--- src/rtl/sdram_arbiter.sv ---
// Two-port 32-bit to 16-bit SDRAM arbiter: each grant is served as a low then a high halfword access.
// Define SDRAM_ARB_RR_EN for round-robin arbitration; fixed priority (P0 first) otherwise.
module sdram_arbiter #(
  parameter int TIMEOUT_CYC        = 1024,
  parameter int USER_ADDRESS_WIDTH = 24
) (
  input  logic                          clk,
  input  logic                          rst_n,
  input  logic                          re_P0,
  input  logic                          we_P0,
  input  logic [31:0]                   addr_P0,
  input  logic [31:0]                   data_write_P0,
  output logic [31:0]                   data_read_P0,
  output logic                          valid_P0,
  output logic                          err_P0,
  input  logic                          re_P1,
  input  logic                          we_P1,
  input  logic [31:0]                   addr_P1,
  input  logic [31:0]                   data_write_P1,
  output logic [31:0]                   data_read_P1,
  output logic                          valid_P1,
  output logic                          err_P1,
  output logic [USER_ADDRESS_WIDTH-1:0] addr_SDRAM,
  output logic                          re_SDRAM,
  output logic                          we_SDRAM,
  output logic [15:0]                   data_write_SDRAM,
  input  logic [15:0]                   data_read_SDRAM,
  input  logic                          valid_SDRAM,
  input  logic                          done_SDRAM
);
  localparam int UAW = USER_ADDRESS_WIDTH;
  localparam int CW  = $clog2(TIMEOUT_CYC + 1);

  typedef enum logic [2:0] {IDLE, ARB, LO, HI, RESP} state_t;
  state_t state_reg, state_next;

  logic            strobe_reg, strobe_next;
  logic            latch;
  logic [CW-1:0]   cnt_reg;
  logic            grant_reg;
  logic            wr_reg;
  logic [UAW-2:0]  word_reg;
  logic [31:0]     wdata_reg;
  logic [15:0]     rd_lo_reg;
  logic [UAW-1:0]  addr_reg;
  logic [15:0]     wd_reg;
  logic [31:0]     rd0_reg, rd1_reg;
  logic            v0_reg, v1_reg, e0_reg, e1_reg;

  logic req0, req1, pick1, complete, expire;
  logic [UAW-2:0] win_word;
  logic [31:0]    win_wdata;
  logic           win_we;
  logic           unused_addr;

  assign req0 = re_P0 | we_P0;
  assign req1 = re_P1 | we_P1;

`ifdef SDRAM_ARB_RR_EN
  // last_reg = 1 means P1 held the previous grant, so P0 wins the next tie.
  logic last_reg;
  assign pick1 = req1 & (~req0 | ~last_reg);
  always_ff @(posedge clk) begin
    if (!rst_n)
      last_reg <= 1'b1;
    else if (latch)
      last_reg <= pick1;
  end
`else
  assign pick1 = req1 & ~req0;
`endif

  assign win_word  = pick1 ? addr_P1[UAW:2] : addr_P0[UAW:2];
  assign win_wdata = pick1 ? data_write_P1 : data_write_P0;
  assign win_we    = pick1 ? we_P1 : we_P0;
  assign unused_addr = ^{addr_P0[31:UAW+1], addr_P0[1:0], addr_P1[31:UAW+1], addr_P1[1:0]};

  // Completion only counts while a strobe is up, and only of the matching type.
  assign complete = strobe_reg & (wr_reg ? done_SDRAM : valid_SDRAM);
  assign expire   = strobe_reg & ~complete & (cnt_reg == CW'(TIMEOUT_CYC - 1));

  always_comb begin
    state_next  = state_reg;
    strobe_next = strobe_reg;
    latch       = 1'b0;
    case (state_reg)
      IDLE: if (req0 | req1) state_next = ARB;
      ARB: begin
        if (req0 | req1) begin
          latch       = 1'b1;
          state_next  = LO;
          strobe_next = 1'b1;
        end else begin
          state_next = IDLE;
        end
      end
      LO: begin
        if (complete) begin
          state_next  = HI;
          strobe_next = 1'b0;
        end else if (expire) begin
          state_next  = RESP;
          strobe_next = 1'b0;
        end
      end
      HI: begin
        // First HI cycle is the mandatory strobe-low gap.
        if (!strobe_reg) begin
          strobe_next = 1'b1;
        end else if (complete || expire) begin
          state_next  = RESP;
          strobe_next = 1'b0;
        end
      end
      RESP: state_next = IDLE;
      default: begin
        state_next  = IDLE;
        strobe_next = 1'b0;
      end
    endcase
  end

  always_ff @(posedge clk) begin
    if (!rst_n) begin
      state_reg  <= IDLE;
      strobe_reg <= 1'b0;
      cnt_reg    <= '0;
      grant_reg  <= 1'b0;
      wr_reg     <= 1'b0;
      word_reg   <= '0;
      wdata_reg  <= '0;
      rd_lo_reg  <= '0;
      addr_reg   <= '0;
      wd_reg     <= '0;
      rd0_reg    <= '0;
      rd1_reg    <= '0;
      v0_reg     <= 1'b0;
      v1_reg     <= 1'b0;
      e0_reg     <= 1'b0;
      e1_reg     <= 1'b0;
    end else begin
      state_reg  <= state_next;
      strobe_reg <= strobe_next;
      cnt_reg    <= (strobe_reg & strobe_next) ? cnt_reg + 1'b1 : '0;
      v0_reg     <= 1'b0;
      v1_reg     <= 1'b0;
      e0_reg     <= 1'b0;
      e1_reg     <= 1'b0;
      if (latch) begin
        grant_reg <= pick1;
        wr_reg    <= win_we;
        word_reg  <= win_word;
        wdata_reg <= win_wdata;
        addr_reg  <= {win_word, 1'b0};
        wd_reg    <= win_wdata[15:0];
      end
      if (state_reg == LO && complete) begin
        rd_lo_reg <= data_read_SDRAM;
        addr_reg  <= {word_reg, 1'b1};
        wd_reg    <= wdata_reg[31:16];
      end
      if (state_reg == HI && complete && !wr_reg) begin
        if (grant_reg)
          rd1_reg <= {data_read_SDRAM, rd_lo_reg};
        else
          rd0_reg <= {data_read_SDRAM, rd_lo_reg};
      end
      // Entering RESP without a completion means the access timed out.
      if (state_next == RESP) begin
        v0_reg <= ~grant_reg;
        v1_reg <= grant_reg;
        e0_reg <= ~grant_reg & ~complete;
        e1_reg <= grant_reg & ~complete;
      end
    end
  end

  assign re_SDRAM         = strobe_reg & ~wr_reg;
  assign we_SDRAM         = strobe_reg & wr_reg;
  assign addr_SDRAM       = addr_reg;
  assign data_write_SDRAM = wd_reg;
  assign data_read_P0     = rd0_reg;
  assign data_read_P1     = rd1_reg;
  assign valid_P0         = v0_reg;
  assign valid_P1         = v1_reg;
  assign err_P0           = e0_reg;
  assign err_P1           = e1_reg;
endmodule

--- config.mk ---
export PLATFORM = sky130hd
export DESIGN_NAME = sdram_arbiter
export DESIGN_NICKNAME = d
export VERILOG_FILES = /design/src/rtl/sdram_arbiter.sv
export SDC_FILE = /design/constraint.sdc
export NUM_CORES = 1
export LEC_CHECK = 0
export BUFFER_PORTS_ARGS = -buffer_cell sky130_fd_sc_hd__buf_2
export CORE_ASPECT_RATIO = 0.75
export CORE_MARGIN = 2
export CORE_UTILIZATION = 35
export DETAILED_ROUTE_END_ITERATION = 10
export GPL_TIMING_DRIVEN = 0
export SETUP_SLACK_MARGIN = 0.1
export SLEW_MARGIN = 20
export SYNTH_ARGS = -nofsm -noshare
export SYNTH_HDL_FRONTEND = slang
export SYNTH_SLANG_ARGS = --single-unit
--- constraint.sdc ---
create_clock -name clk -period 3.6 [get_ports clk]
set_input_delay 0.18 -clock clk [delete_from_list [all_inputs] [get_ports clk]]
set_output_delay 0.18 -clock clk [all_outputs]
set_load 0.02 [all_outputs]
==> results.cfg <==
[power]
p_leak_nw = 3.94
powerDensity_nw_per_um2 = 514
max-vdd-ir-drop_v = 0.000297

[yosys]
ys_ff_latch = 180
async_flop_share_pct = 0
ys_seq_area_share_pct = 49.8
synthTopCellsByArea = dfxtp_1 (50%), nand2_1 (11%), a21oi_1 (7.3%), mux2i_1 (4.6%), o221ai_1 (2.8%)
ys_types = 48
synth_commonest_cells = nand2_1 (215), dfxtp_1 (180), a21oi_1 (106)
synth_cells = 837
avgSynthCellArea_um2 = 8.64
netlist_area_um2 = 7230
yosysTopAreaCell = dfxtp_1
synth_top_cell_area_share_pct = 49.8
yosys_warnings = 0
synth_nets = 990
synth.most_common_cell = nand2_1
synth_edf_count = 0
synth_ff_type = dfxtp_1

[floorplan]
die_x_um = 170
core_area_um2 = 20300
die_height_um = 128
row_count = 45
ios = 262
initial_core_util_pct = 35.7
dieArea_um2 = 21800

[flow_run]
maxCapViolations = 0

[final_layout]
syn2layout_area_growth_pct = 29.4
regArea_um2 = 3600
diodes = 0
nNetsFinal = 1253
multiInputGateArea_um2 = 3230
final_cells = 1370
nFillCells = 2079
drive_gt1_share_pct = 29.8

[timing]
min_period_ns = 1.91
maxSlewHeadroom_pct = 59.1
finalSetupViolations = 0
worstMarginPinSlew_ns = 0.614
hold_viol_final = 0
min_period_over_period_pct = 53.1
setup_tns_ns = 0
fin_skew_ns = 0.00731
rsz0062_at_grt = false
max_clock_freq_ghz = 0.523
slew_violations = 0

[grt]
grt_max_degree = 17
met1_usage_pct = 30.9
grt-ovfl-total = 0
grt_use_total_pct = 20.8
grt_pass1_wl_um = 35400
grtUsageMet2_pct = 30.1
gr-max-usage-layer = met1
grt_util_met3_pct = 5.66
grt_antenna_before_repair = 0
grt_pass1_vias = 6510

[status]
outcome = finished clean

[hold_path]
min_path_type = in -> reg
holdPathStages = 3
min_to = data_read_P1[19]
hp-start = data_read_SDRAM[3]

[place]
port_buffers = 243
gp_congestion = 0.796
dpl.hpwl_um = 17200
place_inst = 1338

[routing]
drt-vias-per-instance = 5.02
drc = 0
drtIter0Drc = 506
first_pass_iters = 5
wl_um = 22500
via_count = 6880
detail-route-antenna-nets = 0
wl_per_cell_um = 16.4

[cts]
cts_max_path_buffers = 2
cts.reportedPaths.clkPinSlew_ns = 0.06
cts_buffers = 17
clock-sinks = 180
ctsResizeCount = 0
htree_levels = 4
clk-insertion-delay-late_ns = 0.43
root_buffer = clkbuf_16
cts_tree = built

[worst_setup_path]
crit_type = reg -> reg
r2r_end = addr_SDRAM[15]
crit_path_max_fanout = 10
cpMaxStageDelayCell = dfxtp_1
rr_worst_depth = 6
crit_chain = mux2_4 -> nand3_1 -> buf_2 -> buf_2 -> nand3_1 -> a31oi_1
cp.required_ns = 3.95
r2r_slack_ns = 1.69
reg2reg_from = wr_reg
slowest_delay_ns = 0.49
end_kind = register
crit_path_start_kind = register
cp.arrival_ns = 2.26
## layout by cell type, fill, tap and decap left out, types with 2 or more instances in the layout
cell type   synthesis  routed
buf_2              23     266
nand2_1           215     215
dfxtp_1           180     180
a21oi_1           106     106
clkbuf_1           30      34
mux2i_1            33      33
nand3_1            29      29
a31oi_1            25      25
nor2_1             23      23
o221ai_1           23      23
inv_1              18      18
o21ai_0            17      17
clkbuf_16           0      17
a211oi_1           16      16
a221oi_2           10      10
a21oi_2             9       9
buf_4               8       8
a221oi_1            6       6
nand4_1             6       6
xor2_1              6       6
buf_1               5       5
and3_1              4       4
nor2b_1             4       4
nor3_1              4       4
nor3b_1             3       3
a211o_1             3       3
and4_1              3       3
clkbuf_8            0       3
and2_1              2       2
nor2_4              2       2
buf_6               2       2
and3b_1             2       2
nand2b_1            2       2
xnor2_1             2       2
clkinvlp_4          0       2
bufinv_16           0       2
## layout make-up
cell class / count / share of cell area, %
sequential: 180 / 38.5
multi-input combinational: 570 / 34.5
timing repair buffer: 244 / 13.1
clock buffer: 24 / 5.15
buffer: 69 / 3.60
tap: 258 / 3.45
clock inverter: 7 / 1.04
inverter: 18 / 0.722
## worst max-delay path, delay by kind of cell (launching register included)
kind                   cells  cell delay, ns
buffers and inverters      2            0.55
flip-flops                 1            0.49
multiplexers               1            0.37
AND/OR/NAND/NOR            2            0.24
AO/OA/AOI/OAI              1            0.18
## how the worst max path moves through the flow
stage | slack, ns | endpoint | startpoint | cells past startpoint
after floorplan | 1.85 | cnt_reg[10] | cnt_reg[0] | 6
after global placement | 1.51 | data_read_P0[4] | rst_n | 6
after detailed placement | 1.53 | data_read_P0[0] | rst_n | 6
after CTS | 1.69 | cnt_reg[10] | cnt_reg[0] | 6
after global routing | 1.56 | addr_SDRAM[23] | wr_reg | 6
final | 1.69 | addr_SDRAM[15] | wr_reg | 6
## layer usage
| layer | vias up | part of all wire (%) |
|---|---|---|
| met4 | 0 | 0.90 |
| met3 | 14 | 7.1 |
| met2 | 205 | 42 |
| met1 | 3212 | 50 |
| li1 | 3449 | - |
| met5 | - | 0 |
## cells by family (layout without fill, tap and decap cells)
kind of cell,count (synthesis),after routing,share of synthesized area (%)
buffers and inverters,87,362,5.59
multiplexers,34,34,4.77
AO/OA/AOI/OAI,223,223,20.4
XOR/XNOR,8,8,0.969
flip-flops,180,180,49.8
AND/OR/NAND/NOR,304,304,18.2
adder cells (fa/ha/maj),1,1,0.173
## stage by stage
stage	hold slack, ns	instance area [um2]	util, %	power [mW]	setup WS [ns]
2_1_floorplan	0.316	7230	-	2.70	1.85
4_1_cts	0.00523	9360	46.2	4.85	1.69
5_1_grt	0.0119	9360	46.2	5.01	1.56
3_5_place_dp	0.446	8770	43.3	2.99	1.53
3_3_place_gp	0.441	8770	43.3	2.99	1.51
6_report	0.0191	9360	46.2	4.81	1.69
## where the power goes
part	switching, mW	internal, mW
sequential	0.0822	2.12
combinational	0.462	0.282
clock	0.784	1.08
total	1.33	3.48
## repair_timing
action,CTS,global route
hold endpoints to repair,2,0
setup buffers,0,0
hold buffers,1,0
Note: power is estimated with default switching activity, not from simulation.
